**src/rtl/mul_pkg.sv**
```systemverilog
// Shared definitions for the iterative RV32M multiply unit.
package mul_pkg;

  localparam int unsigned XLEN  = 32;
  localparam int unsigned ITER  = 32;
  localparam int unsigned CNT_W = $clog2(ITER);

  localparam logic [1:0] MUL_OP_MUL    = 2'b00;
  localparam logic [1:0] MUL_OP_MULH   = 2'b01;
  localparam logic [1:0] MUL_OP_MULHSU = 2'b10;
  localparam logic [1:0] MUL_OP_MULHU  = 2'b11;

  typedef enum logic [2:0] {
    IDLE,
    PREP,
    CALC,
    FIX,
    DONE
  } mul_state_e;

  // Two's-complement magnitude when the operand is negative; 0x80000000 stays as-is.
  function automatic logic [XLEN-1:0] mag(input logic [XLEN-1:0] v, input logic is_neg);
    return is_neg ? (~v + XLEN'(1)) : v;
  endfunction

endpackage

```
**src/rtl/mul_iter_unit_cla.sv**
```systemverilog
// 32-bit carry-lookahead adder: 4-bit lookahead groups, group carries chained.
module mul_iter_unit_cla (
  input  logic [31:0] a,
  input  logic [31:0] b,
  input  logic        cin,
  output logic [31:0] sum,
  output logic        cout
);

  localparam int unsigned W  = 32;
  localparam int unsigned GW = 4;
  localparam int unsigned NG = W / GW;

  logic [W-1:0] g;
  logic [W-1:0] p;
  logic [W:0]   c;

  always_comb begin
    g    = a & b;
    p    = a ^ b;
    c    = '0;
    c[0] = cin;
    for (int k = 0; k < NG; k++) begin
      c[k*GW+1] = g[k*GW] | (p[k*GW] & c[k*GW]);
      c[k*GW+2] = g[k*GW+1] | (p[k*GW+1] & g[k*GW])
                | (p[k*GW+1] & p[k*GW] & c[k*GW]);
      c[k*GW+3] = g[k*GW+2] | (p[k*GW+2] & g[k*GW+1])
                | (p[k*GW+2] & p[k*GW+1] & g[k*GW])
                | (p[k*GW+2] & p[k*GW+1] & p[k*GW] & c[k*GW]);
      c[k*GW+4] = g[k*GW+3] | (p[k*GW+3] & g[k*GW+2])
                | (p[k*GW+3] & p[k*GW+2] & g[k*GW+1])
                | (p[k*GW+3] & p[k*GW+2] & p[k*GW+1] & g[k*GW])
                | (p[k*GW+3] & p[k*GW+2] & p[k*GW+1] & p[k*GW] & c[k*GW]);
    end
    sum  = p ^ c[W-1:0];
    cout = c[W];
  end

endmodule

```
**src/rtl/mul_iter_unit.sv**
```systemverilog
// Iterative radix-2 shift-add multiplier for MUL/MULH/MULHSU/MULHU.
module mul_iter_unit
  import mul_pkg::*;
(
  input  logic            clk,
  input  logic            rst,
  input  logic            flush,
  input  logic            in_valid,
  output logic            in_ready,
  input  logic [1:0]      in_op,
  input  logic [XLEN-1:0] in_a,
  input  logic [XLEN-1:0] in_b,
  output logic            out_valid,
  input  logic            out_ready,
  output logic [XLEN-1:0] out_result,
  output logic            busy
);

  mul_state_e state;
  mul_state_e state_nx;

  logic [1:0]        op_q;
  logic [XLEN-1:0]   a_q;
  logic [XLEN-1:0]   b_q;
  logic [XLEN-1:0]   m_q;
  logic [2*XLEN-1:0] p_q;
  logic [CNT_W-1:0]  cnt_q;
  logic              neg_q;

  logic            accept;
  logic            a_neg;
  logic            b_neg;
  logic [XLEN-1:0] add_sum;
  logic            add_co;
  logic [XLEN:0]   step_sum;
  logic [2*XLEN-1:0] fix_prod;

  mul_iter_unit_cla u_cla (
    .a    (p_q[2*XLEN-1:XLEN]),
    .b    (m_q),
    .cin  (1'b0),
    .sum  (add_sum),
    .cout (add_co)
  );

  always_ff @(posedge clk) begin
    if (rst) state <= IDLE;
    else     state <= state_nx;
  end

  // Next state; flush overrides everything except reset.
  always_comb begin
    state_nx = state;
    accept   = 1'b0;
    case (state)
      IDLE: if (in_valid) begin
        accept   = 1'b1;
        state_nx = PREP;
      end
      PREP: state_nx = CALC;
      CALC: if (cnt_q == CNT_W'(ITER - 1)) state_nx = FIX;
      FIX:  state_nx = DONE;
      DONE: if (out_ready) state_nx = IDLE;
      default: state_nx = IDLE;
    endcase
    if (flush) begin
      state_nx = IDLE;
      accept   = 1'b0;
    end
  end

  always_comb begin
    a_neg    = ((op_q == MUL_OP_MULH) || (op_q == MUL_OP_MULHSU)) && a_q[XLEN-1];
    b_neg    = (op_q == MUL_OP_MULH) && b_q[XLEN-1];
    step_sum = p_q[0] ? {add_co, add_sum} : {1'b0, p_q[2*XLEN-1:XLEN]};
    fix_prod = neg_q ? (~p_q + (2*XLEN)'(1)) : p_q;
  end

  // Operand capture and shift-add datapath.
  always_ff @(posedge clk) begin
    if (rst) begin
      op_q       <= '0;
      a_q        <= '0;
      b_q        <= '0;
      m_q        <= '0;
      p_q        <= '0;
      cnt_q      <= '0;
      neg_q      <= 1'b0;
      out_result <= '0;
    end else begin
      if (accept) begin
        op_q <= in_op;
        a_q  <= in_a;
        b_q  <= in_b;
      end
      case (state)
        PREP: begin
          m_q   <= mag(a_q, a_neg);
          p_q   <= {XLEN'(0), mag(b_q, b_neg)};
          cnt_q <= '0;
          neg_q <= a_neg ^ b_neg;
        end
        CALC: begin
          p_q   <= {step_sum, p_q[XLEN-1:1]};
          cnt_q <= cnt_q + CNT_W'(1);
        end
        FIX: if (!flush) begin
          p_q        <= fix_prod;
          out_result <= (op_q == MUL_OP_MUL) ? fix_prod[XLEN-1:0] : fix_prod[2*XLEN-1:XLEN];
        end
        default: ;
      endcase
    end
  end

  // Handshake outputs registered from the next state.
  always_ff @(posedge clk) begin
    if (rst) begin
      in_ready  <= 1'b1;
      out_valid <= 1'b0;
      busy      <= 1'b0;
    end else begin
      in_ready  <= (state_nx == IDLE);
      out_valid <= (state_nx == DONE);
      busy      <= (state_nx != IDLE);
    end
  end

endmodule

```
**config.mk**
```make
export PLATFORM = sky130hd
export DESIGN_NAME = mul_iter_unit
export DESIGN_NICKNAME = d
export VERILOG_FILES = /design/src/rtl/mul_pkg.sv /design/src/rtl/mul_iter_unit_cla.sv /design/src/rtl/mul_iter_unit.sv
export SDC_FILE = /design/constraint.sdc
export NUM_CORES = 1
export LEC_CHECK = 0
export ABC_AREA = 1
export CAP_MARGIN = 10
export CELL_PAD_IN_SITES_DETAIL_PLACEMENT = 0
export CELL_PAD_IN_SITES_GLOBAL_PLACEMENT = 1
export CORE_MARGIN = 5
export CORE_UTILIZATION = 30
export CTS_BUF_LIST = sky130_fd_sc_hd__clkbuf_8
export DETAILED_ROUTE_END_ITERATION = 6
export GPL_ROUTABILITY_DRIVEN = 0
export PLACE_DENSITY_LB_ADDON = 0.15
export SETUP_SLACK_MARGIN = 0.1
export SKIP_CTS_REPAIR_TIMING = 1
export SLEW_MARGIN = 25
export SYNTH_ARGS = -nofsm -noshare
export SYNTH_HDL_FRONTEND = slang
export SYNTH_SLANG_ARGS = --single-unit
```
**constraint.sdc**
```tcl
create_clock -name clk -period 3.35 [get_ports clk]
set_input_delay 0.8375 -clock clk [delete_from_list [all_inputs] [get_ports clk]]
set_output_delay 0.8375 -clock clk [all_outputs]
set_load 0.005 [all_outputs]
```
## Word level (Yosys, flattened, before mapping)

Cells that the tools add are included.

| operators by class | value |
|---|---|
| add/sub/neg operators | 4 |
| equal/unequal tests | 9 |
| multiplexer cells | 16 |
| bitwise gates (word level) | 205 |
| reductions and logical operators | 11 |

Operator list:

| kind | number |
|---|---|
| one-hot mux 64 bit (3 select lines) | 1 |
| two-way mux 64 bit | 2 |
| bitwise AND 1 bit | 121 |
| two-way mux 32 bit | 3 |
| OR 1 bit | 76 |
| adder 32 x 1 -> 32 bit, second input constant | 2 |
| adder 64 x 1 -> 64 bit, second input constant | 1 |
| NOT 32 bit | 2 |
| NOT 64 bit | 1 |
| XOR 32 bit | 2 |
| two-way mux 33 bit | 1 |
| bitwise AND 32 bit | 1 |
| one-hot mux 3 bit (5 select lines) | 1 |
| two-way mux 3 bit | 4 |
| one-hot mux 5 bit (2 select lines) | 1 |
| equality test 3 x 2 -> 1 bit, second input constant | 2 |
| equality test 3 bit, second input constant | 2 |
| logical NOT 3 bit | 2 |
| nonzero test 3 bit | 2 |
| adder 5 x 1 -> 5 bit, second input constant | 1 |
| equality test 5 bit, second input constant | 1 |
| AND reduction 2 bit | 2 |
| equality test 3 x 1 -> 1 bit, second input constant | 1 |
| two-way mux 1 bit | 3 |
| 9 further kinds | 10 |

| word-level totals | value |
|---|---|
| register bits | 206 |
| input port bits | 71 |
| output and inout bits | 35 |
| logic and storage cells | 257 |

## Logic depth before layout (Yosys ltp)

Gate-level depths: netlist (run 1).

| depth | value |
|---|---|
| depth in word-level cells | 22 |
| mapped depth | 24 |
| gate-level depth less buffers | 24 |

## By module

A second synthesis (run 1) with hierarchy kept.

| second synthesis, totals | value |
|---|---|
| cell total of the unflattened synthesis | 2235 |
| area total of the unflattened synthesis | 13878.3 um^2 |

By module, submodules not included:

| module | instances | cells an instance | area an instance (um^2) |
|---|---|---|---|
| mul_iter_unit | 1 | 2050 | 12519.5 |
| mul_iter_unit_cla | 1 | 185 | 1358.8 |

## Worst setup path before layout (run 1)

OpenSTA, ideal clock, no wires.

| timing | value |
|---|---|
| path kind | register to register |
| start | register p_q[34] |
| end | register p_q[60] |
| setup time | 0.134 ns |
| arrival time | 2.641 ns |
| path slack | 0.575 ns |
| cell stages (with the launch flop) | 25 |
| buffers on the path | 0 |
| clock period less this slack | 2.775 ns |
| path through | dfxtp_1 ha_1 nand2_1 nand2_1 nand2_1 nand2_2 nand2_1 nand2_2 nand2_1 nand2_2 nand2_1 nand2_2 nand2_1 nand2_2 nand2_1 nand2_2 nand2_1 nand2_1 inv_1 fa_1 xnor2_1 o21ai_0 a21oi_1 o21ai_0 a21oi_1 |

| on the way | value |
|---|---|
| longest elaborated chain between the ends | 22 |
| elaborated cells between the ends (all ways) | 31 |

Ends and longest elaborated chain:

| element | RTL line | RTL |
|---|---|---|
| start, declared | mul_iter_unit.sv:26 | `logic [2*XLEN-1:0] p_q;` |
| start signal, assigned | mul_iter_unit.sv:99 | `p_q <= {XLEN'(0), mag(b_q, b_neg)};` |
| start signal, assigned | mul_iter_unit.sv:104 | `p_q <= {step_sum, p_q[XLEN-1:1]};` |
| start signal, assigned | mul_iter_unit.sv:108 | `p_q <= fix_prod;` |
| bitwise AND 32 bit / XOR 32 bit (equally long branches) | mul_iter_unit_cla.sv:19, mul_iter_unit_cla.sv:20 |  |
| bitwise AND 1 bit (on tied branches) | mul_iter_unit_cla.sv:30, mul_iter_unit_cla.sv:31, mul_iter_unit_cla.sv:32 |  |
| OR 1 bit, or another cell as far along | mul_iter_unit_cla.sv:30 | `c[k*GW+4] = g[k*GW+3] \| (p[k*GW+3] & g[k*GW+2])` |
| OR 1 bit / bitwise AND 1 bit (equally long branches) | mul_iter_unit_cla.sv:31, mul_iter_unit_cla.sv:32 |  |
| OR 1 bit | mul_iter_unit_cla.sv:32 | `\| (p[k*GW+3] & p[k*GW+2] & p[k*GW+1] & g[k*GW])` |
| bitwise AND 1 bit | mul_iter_unit_cla.sv:33 | `\| (p[k*GW+3] & p[k*GW+2] & p[k*GW+1] & p[k*GW] & c[k*GW]);` |
| OR 1 bit | mul_iter_unit_cla.sv:33 |  |
| bitwise AND 1 bit | mul_iter_unit_cla.sv:33 |  |
| (+6 left out) | - |  |
| OR 1 bit | mul_iter_unit_cla.sv:33 |  |
| bitwise AND 1 bit | mul_iter_unit_cla.sv:33 |  |
| OR 1 bit | mul_iter_unit_cla.sv:33 |  |
| bitwise AND 1 bit | mul_iter_unit_cla.sv:24 | `c[k*GW+1] = g[k*GW] \| (p[k*GW] & c[k*GW]);` |
| OR 1 bit | mul_iter_unit_cla.sv:24 |  |
| XOR 32 bit | mul_iter_unit_cla.sv:35 | `sum = p ^ c[W-1:0];` |
| two-way mux 33 bit | mul_iter_unit.sv:75 | `step_sum = p_q[0] ? {add_co, add_sum} : {1'b0, p_q[2*XLEN-1:XLEN]};` |
| one-hot mux 64 bit (3 select lines) * | mul_iter_unit.sv:96 | `case (state)` |

Mark *: on every way between the ends. The rest lies on a longest branch, timed or not. The select of a mux whose other input is x is not followed.
A chain may end at the register's enable or synchronous reset.

## Final worst setup path (run 1)

Same ends and word-level chain as after synthesis.

==> results of run 1 <==
==> synth_stat cells (5+ instances only) <==
master and n:
ha_1 39, buf_1 11, o221ai_1 19, nand3_1 80, nand2_1 290, a221oi_1 5
xnor2_1 14, buf_2 8, o21ai_0 220, nor3_1 29, dfxtp_1 206, o21bai_1 19
o211ai_1 41, nor2_2 11, fa_1 8, nor2_1 145, clkbuf_1 84, nor4_1 17
a31oi_1 32, xor2_1 66, a21oi_1 246, nand2_2 9, nand4_1 26, or2_2 8
nor3_2 7, inv_1 237, o21ai_1 5
==> worst max-delay path: stages, from the launching register on <==
cell and delay, ps:
dfxtp_2 360, ha_4 300, nand2_1 70, nand2_1 70, nand2_1 60, nand2_2 90
nand2_1 70, nand2_2 100, nand2_1 70, nand2_2 110, nand2_1 70, nand2_2 90
nand2_1 70, nand2_2 90, nand2_1 70, nand2_2 80, nand2_1 50, nand2_1 90
inv_1 60, fa_2 330, xnor2_1 130, o21ai_1 120, a21oi_1 70, o21ai_1 130
a21oi_1 70
==> cells by family (layout without fill, tap and decap cells) <==
family	after synthesis	after routing	synth area share, %
flip-flops	206	206	31.44
buffers and inverters	343	465	9.890
adder cells (fa/ha/maj)	47	47	4.940
XOR/XNOR	80	80	5.341
AND/OR/NAND/NOR	646	646	22.21
AO/OA/AOI/OAI	614	614	26.18
==> flip-flops by register name, summed over array words and instances, names as in the netlist, 2 cells and up <==
name	cells
p_q	64
a_q	32
b_q	32
m_q	32
out_result	32
cnt_q	5
state	3
op_q	2
==> power by group <==
group	leakage [nW]	switching, mW	internal [mW]	total, mW
sequential	1.68	0.163	2.58	2.75
combinational	4.40	0.979	0.507	1.49
clock	0.463	1.22	1.43	2.65
total	6.55	2.37	4.52	6.88
==> path summary, 6_finish.rpt <==
| check | cells after the start | slack, ps | end |
|---|---|---|---|
| hold reg to reg | 2 | 460 | out_result[5] |
| setup / recovery | 24 | 390 | p_q[60] |
| hold / removal | 2 | 460 | out_result[5] |
| setup reg to reg | 24 | 390 | p_q[60] |
==> metrics by stage <==
stage	hold WS (ps)	cells	cell area, µm²	util (%)	power [mW]
final	463.5	2643	15800	36.60	6.883
after detailed placement	455.9	2568	14900	34.51	4.258
after global placement	447.8	2568	14900	34.51	4.262
after floorplan	437.6	1936	13120	-	3.692
after global routing	484.2	2643	15800	36.60	7.263
after CTS	465.0	2640	15720	36.41	6.959
==> routing by layer <==
layer  GRT usage [%]  part of all wire, %  vias up
met5               0                    0        -
met4           8.290                  3.7        0
met3           4.732                  6.8      101
met2           28.68                   40      376
met1           30.23                   50     6083
li1                -                    -     6769
==> final cells by class <==
class	count	area, µm²
fillers	4745	27370
multi-input cells	1387	7775
flip-flops and latches	206	4128
repair buffers	153	1444
inverters	240	903.4
well taps	585	732.0
clock buffers	50	688.2
clock inverters	22	130.1
==> impl_metrics.csv, run 1 <==
group,metric,value,unit
timing,fin_crit,2958,ps
placement,port_buffers,105,
floorplanning,rows,76,
placement,dp_hpwl,37650,µm
drt,post-route-drc-count,0,
synthesis,yosys-top-cells-area,"dfxtp_1 31%, a21oi_1 9.4%, o21ai_0 8.4%",
timing,fmax,0.3381,GHz
drt,wl_per_cell,18.94,µm
worst_setup_path,required,3810,ps
timing,rsz0062_at_grt,"no",
cts,cts_tree,"done",
grt,grt.overflow.total,0,
drt,drtPass1Iterations,6,
worst_setup_path,worstSetupPathType,"reg -> reg",
timing,finalClockSkew,27.33,ps
layout,final_common_cell,"nand2_1",
floorplanning,dieWidth,219.1,µm
synthesis,synthArstFlopShare,0,%
grt,grt_pass1_wl,76750,µm
timing,maxSlewHeadroom,38.18,%
synthesis,syn_nets,2054,
placement,dp_slack,184.8,ps
grt,grtUsageTotal,20.54,%
synthesis,seq_area_frac_synth,31.44,%
cts,clock_latency,620,ps
cts,cts_made_buffers,42,
layout,syn2layout_area_growth,20.44,%
drt,routed_via_density,5.043,
cts,h-tree-depth,2,
layout,antennaDiodeCount,0,
floorplanning,core_area,0.04317,mm²
worst_setup_path,crit_arrival,3420,ps
cts,cts_buffer_depth,3,
timing,final-hold-violation-count,0,
power_and_ir_drop,peakVddDrop,0.2286,mV
timing,slew_viol_final,0,
grt,grt_max_degree,66,
timing,worstMarginPinSlew,917.5,ps
floorplanning,boundaryPins,106,
grt,grt_pass1_vias,12760,
power_and_ir_drop,power.density,435.6,mW/mm²
worst_setup_path,r2r_start,"p_q[34]",
hold_path,worstHoldPathType,"reg -> reg",
floorplanning,design.die.area,0.04801,mm²
timing,finalCritPeriodShare,88.29,%
drt,ant_nets,0,
floorplanning,die_h,219.1,µm
worst_setup_path,end_kind,"flop",
worst_setup_path,cp-startpoint,"p_q[34]",
grt,grt_antenna_before_repair,0,
cts,clock-sinks,206,
timing,setup_tns,0,ps
cts,cts_root_buffer,"clkbuf_8",
synthesis,synth-edff-count,0,
job,max-cap-violations,0,
layout,nNetsFinal,2148,
cts,clk_pin_slew_worst_paths,60,ps
synthesis,synth_cells,1936,
power_and_ir_drop,leakage,6.550,nW
worst_setup_path,cp_max_fo,5,
layout,final_cell_mix,"290 x nand2_1, 248 x inv_1, 246 x a21oi_1",
synthesis,ys_seq_elements,206,
timing,setup_viol,0,
status,run_status,"complete, no violations",
synthesis,synth_top_area_share,31.44,%
layout,drive_gt1_share,8.601,%
synthesis,synth_area,0.01312,mm²
timing,timing.final.ws_setup,392.3,ps
synthesis,ys.flop_type,"dfxtp_1",
worst_setup_path,cp-start-kind,"flop",
synthesis,synthDistinctLibCells,52,
synthesis,synthDominantAreaCellType,"dfxtp_1",
synthesis,avgSynthCellArea,6.776,µm²
synthesis,synth-warning-count,0,
floorplanning,start_util,30.39,%
drt,initialDrtViolationCount,1048,
drt,drt_wl_total,50070,µm
drt,vias,13330,
hold_path,hp-start,"out_result[5]",
Power figures use the tool's default switching activity.
==> inputs of run 2 (changes only) <==
CORE_UTILIZATION = 44   (was 30)
==> run 2 against run 1 <==
  * Setup slack got worse by 16 ps
  * Wire length decreased by 11%
  * Via count increased by 2.9%
  * Critical path depth unchanged
  * First-iteration DRC count increased by 23%
  * Global-route usage increased by 5.5 points
  * Sequential power about the same
  * Highest routed layer unchanged
  * Critical endpoint unchanged
  * Clock skew fell by 6.8 ps
==> impl_metrics.csv, run 2 (synthesis results as in run 1) <==
group,metric,value,unit
layout,largest-register,"p_q",
drt,wl_per_cell,18.21,µm
grt,grtUsageTotal,26.05,%
drt,ant_nets,0,
power_and_ir_drop,leakage,6.541,nW
cts,clk_pin_slew_worst_paths,60,ps
layout,largest_reg_flops,64,
layout,syn2layout_area_growth,18.06,%
worst_setup_path,worst-path-buf-inv,1,
floorplanning,dieWidth,182.7,µm
drt,routed_via_density,5.617,
timing,timing.final.ws_setup,376.0,ps
drt,initialDrtViolationCount,1290,
grt,grt_max_degree,65,
cts,cts_buffer_depth,3,
worst_setup_path,critPathMaxStageDelay,370,ps
grt,grt_antenna_before_repair,0,
floorplanning,die_h,182.7,µm
floorplanning,boundaryPins,106,
worst_setup_path,cp-start-kind,"flop",
drt,drtPass1Iterations,6,
worst_setup_path,crit_arrival,3450,ps
timing,final-hold-violation-count,0,
timing,whs,463.7,ps
layout,final_common_cell,"nand2_1",
job,max-cap-violations,0,
drt,vias,13720,
layout,nNetsFinal,2143,
drt,routed-wl-met3,3405,µm
timing,finalCritPeriodShare,88.78,%
worst_setup_path,end_kind,"flop",
cts,cts_root_buffer,"clkbuf_8",
floorplanning,start_util,44.38,%
timing,fin_crit,2974,ps
power_and_ir_drop,peakVddDrop,0.2870,mV
placement,dp_slack,141.1,ps
grt,grt_pass1_wl,70390,µm
floorplanning,rows,63,
timing,worstMarginPinSlew,832.7,ps
drt,wl_met1,21330,µm
power_and_ir_drop,power,6.690,mW
cts,cts_tree,"done",
timing,maxSlewHeadroom,43.98,%
floorplanning,design.die.area,0.03337,mm²
layout,antennaDiodeCount,0,
status,run_status,"complete, no violations",
drt,dr_wl_met2,17690,µm
placement,port_buffers,105,
timing,rsz0062_at_grt,"no",
power_and_ir_drop,power.density,431.9,mW/mm²
timing,finalClockSkew,20.50,ps
grt,grt_pass1_vias,12680,
timing,setup_viol,0,
timing,slew_viol_final,0,
layout,fin_util,52.40,%
worst_setup_path,path_delay_family,"simple AND/OR/NAND/NOR gates",
drt,drt_wl_total,44470,µm
timing,setup_tns,0,ps
layout,final_cell_mix,"289 x nand2_1, 248 x inv_1, 246 x a21oi_1",
cts,cts_made_buffers,38,
cts,clock-sinks,206,
cts,clock_latency,560,ps
worst_setup_path,required,3830,ps
cts,h-tree-depth,2,
timing,fmax,0.3362,GHz
floorplanning,core_area,0.02956,mm²
worst_setup_path,worstSetupPathType,"reg -> reg",
layout,drive_gt1_share,8.236,%
worst_setup_path,cp_max_fo,5,
drt,post-route-drc-count,0,
drt,top_layer,"met4",
worst_setup_path,cp_cell_sequence,"ha_4 > nand2_1 > nand2_1 > nand2_1 > nand2_2 > nand2_1 > nand2_2 > nand2_1 > nand2_2 > nand2_1 > nand2_2 > nand2_1 > nand2_2 > nand2_1 > nand2_2 > nand2_1 > nand2_2 > inv_1 > fa_2 > xnor2_1 > o21ai_1 > a21oi_1 > o21ai_1 > a21oi_1",
placement,dp_hpwl,33420,µm
hold_path,worstHoldPathType,"reg -> reg",
grt,grt.overflow.total,0,
worst_setup_path,worst-r2r-setup-slack,380,ps
worst_setup_path,crit_path_frequent_cell,"nand2_1",
worst_setup_path,slowest_stage,"dfxtp_4",
## run 2: cell count changes in the layout (fill, tap and decap cells not counted), moves of 2 or more
cell        before  now
dfxtp_2          3    1
clkbuf_8        50   45
clkinvlp_4       3    0
ha_1            34   36
clkinv_2         4    6
## run 2: layer usage
layer	GRT usage (%)	vias to the layer above
met5	0	-
met4	11.23	0
met3	3.687	110
met2	36.69	564
met1	39.26	6296
li1	-	6747
## run 2: layout make-up
type                            count  area (µm²)
Fill cell                        2985       14070
Multi-Input combinational cell   1387        7762
Sequential cell                   206        4129
Timing Repair Buffer              152        1436
Inverter                          240       902.1
Clock buffer                       45       619.3
Tap cell                          390       488.0
Clock inverter                     22       151.4
## run 2: final timing paths
| kind | depth (start not counted) | endpoint | from |
|---|---|---|---|
| worst max-delay path | 24 | p_q[60] | p_q[34] |
| worst min-delay path | 2 | out_result[1] | out_result[1] |
| worst max register to register | 24 | p_q[60] | p_q[34] |
| worst min register to register | 2 | out_result[1] | out_result[1] |
## run 2: stage by stage
stage | area, µm² | instances
after floorplan | 13120 | 1936
after global placement | 14620 | 2368
after detailed placement | 14620 | 2368
after CTS | 15390 | 2435
after global routing | 15490 | 2442
final | 15490 | 2442
## run 2: worst register-to-register path, delay by kind of cell, from the launching register on
kind	cells	cell delay, ps
and+or+nand+nor	16	1250
AOI/OAI and AO/OA	4	470
buffers and inverters	1	60
adders and majority gates	2	620
xor gates and xnor gates	1	140
DFF	1	370
## run 2: power breakdown
group	total (mW)	internal (mW)	leakage, nW	switching [mW]
logic	1.45	0.500	4.41	0.946
registers	2.74	2.58	1.68	0.159
clock network	2.50	1.38	0.450	1.12
total	6.69	4.46	6.54	2.23
==> inputs of run 3 (changes only) <==
RECOVER_POWER = 100   (was not set)
==> run 3 against run 2 <==
  * Hold slack got worse by 4.9 ps
  * Clock skew about the same
  * Via count decreased by 0.54%
  * Largest cell class unchanged
  * Count of clock-buffer cells in the layout unchanged
  * Maximum frequency decreased by 5.1%
  * Largest power group unchanged
  * Core utilization decreased by 0.51 points
  * Flip-flop and latch count unchanged
  * Critical path depth decreased by 11
==> impl_metrics.csv, run 3 (synthesis results as in run 1) <==
group,metric,value,unit
power_and_ir_drop,power,6.657,mW
timing,slew_viol_final,0,
worst_setup_path,critPathMaxStageDelay,430,ps
floorplanning,design.die.area,0.03337,mm²
timing,finalClockSkew,20.25,ps
grt,grtUsageTotal,26.05,%
status,run_status,"complete, no violations",
floorplanning,start_util,44.38,%
floorplanning,boundaryPins,106,
drt,post-route-drc-count,0,
cts,h-tree-depth,2,
cts,clock-sinks,206,
floorplanning,core_area,0.02956,mm²
cts,clk_pin_slew_worst_paths,60,ps
timing,fmax,0.3192,GHz
worst_setup_path,required,3830,ps
power_and_ir_drop,p_comb_share,21.3,%
drt,drtPass1Iterations,6,
drt,ant_nets,0,
grt,grt_antenna_before_repair,0,
layout,final_cells,2442,
placement,dp_slack,141.1,ps
timing,worstMarginPinSlew,1362,ps
timing,finalCritPeriodShare,93.51,%
worst_setup_path,cp_max_fo,7,
placement,placed_cells,2368,
drt,drt_wl_total,44550,µm
timing,maxSlewHeadroom,8.940,%
worst_setup_path,end_kind,"flop",
timing,rsz0062_at_grt,"no",
cts,cts_made_buffers,38,
power_and_ir_drop,peakVddDrop,0.2869,mV
timing,timing.final.ws_setup,217.5,ps
grt,grt_max_degree,65,
timing,fin_crit,3133,ps
placement,port_buffers,105,
power_and_ir_drop,internal_power,4.447,mW
worst_setup_path,crit_arrival,3610,ps
worst_setup_path,slowest_stage,"nor3_1",
power_and_ir_drop,pwr-share-clk,37.6,%
worst_setup_path,cp-start-kind,"flop",
placement,dpl_cell_area,0.01462,mm²
layout,final_common_cell,"nand2_1",
floorplanning,dieWidth,182.7,µm
drt,routed_via_density,5.587,
drt,vias,13640,
timing,setup_tns,0,ps
layout,final_area,0.01534,mm²
floorplanning,die_h,182.7,µm
worst_setup_path,cp_cell_sequence,"nor3_2 > nand3_2 > nor3_1 > nand2_4 > nor2_1 > nand2_2 > nor2_1 > nand2_2 > nand2_1 > nand2_1 > xor2_1 > o21bai_1 > a21oi_1",
power_and_ir_drop,swShare,33.20,%
placement,dp_hpwl,33420,µm
layout,syn2layout_area_growth,16.91,%
floorplanning,rows,63,
drt,wl_per_cell,18.24,µm
power_and_ir_drop,leakage,6.605,nW
power_and_ir_drop,power.density,434.0,mW/mm²
grt,grt_pass1_wl,70390,µm
job,max-cap-violations,0,
timing,setup_viol,0,
layout,antennaDiodeCount,0,
cts,cts_buffer_depth,3,
layout,largest-register,"p_q",
layout,largest_reg_flops,64,
worst_setup_path,worstSetupPathType,"reg -> reg",
grt,grt_pass1_vias,12680,
layout,fillCellCount,3021,
layout,drive_gt1_share,6.725,%
power_and_ir_drop,switchingPower,2.210,mW
hold_path,worstHoldPathType,"reg -> reg",
cts,cts_root_buffer,"clkbuf_8",
power_and_ir_drop,p_seq_share,41.2,%
drt,initialDrtViolationCount,1153,
cts,cts_tree,"done",
cts,clock_latency,560,ps
layout,final_cell_mix,"290 x nand2_1, 248 x inv_1, 247 x a21oi_1",
layout,nNetsFinal,2143,
timing,final-hold-violation-count,0,
grt,grt.overflow.total,0,
==> run 3: changes by cell type in the layout (fill, tap and decap cells not counted), moves of 4 or more <==
cell and change:
nor2_2 -7, o21ai_0 +4, buf_4 -10, clkbuf_1 +7, dlygate4sd3_1 +35, nor3_1 +7, nor3_2 -6, nor2_1 +9
clkdlybuf4s50_1 -35
==> run 3: power by group through the flow <==
| stage | clock (mW) | sequential (mW) | combinational (mW) |
|---|---|---|---|
| floorplan | 0 | 2.74 | 0.956 |
| CTS | 2.55 | 2.73 | 1.42 |
| finish | 2.50 | 2.74 | 1.42 |
| detailed placement | 0 | 2.79 | 1.41 |
| global placement | 0 | 2.78 | 1.41 |
| global route | 2.67 | 2.76 | 1.57 |
==> run 3: path summary, 6_finish.rpt <==
path / slack (ps) / cells after the start / startpoint / endpoint
worst max-delay path: 220 / 13 / p_q[0] / out_result[21]
worst max register to register: 220 / 13 / p_q[0] / out_result[21]
worst min register to register: 460 / 2 / a_q[31] / a_q[31]
worst min-delay path: 460 / 2 / a_q[31] / a_q[31]
==> run 3: metal layers <==
layer / GRT usage [%] / share of wire (%) / vias up
met5: 0 / 0 / -
met4: 11.23 / 4.6 / 0
met3: 3.687 / 7.6 / 111
met2: 36.69 / 40 / 542
met1: 39.26 / 48 / 6250
li1: - / - / 6740
==> run 3: cell type report <==
cell class	instances	area, µm²	area share, %
inverter	240	902.1	5.882
timing repair buffer	152	1403	9.145
clock inverter	22	151.4	0.9871
sequential	206	4129	26.92
clock buffer	45	619.3	4.038
multi-input combinational	1387	7645	49.85
tap	390	488.0	3.182
==> run 3: through the flow <==
stage               hold slack (ps)  util, %
global route                  479.3    51.89
CTS                           460.1    52.06
floorplan                     437.6        -
detailed placement            451.3    49.45
finish                        458.9    51.89
global placement              449.4    49.45
==> run 3: worst max-delay path: cells and delay by family (launching register included) <==
| family | cells | cell delay, ps |
|---|---|---|
| simple gates | 10 | 1920 |
| compound gates | 2 | 390 |
| xor+xnor | 1 | 420 |
| flops | 1 | 330 |
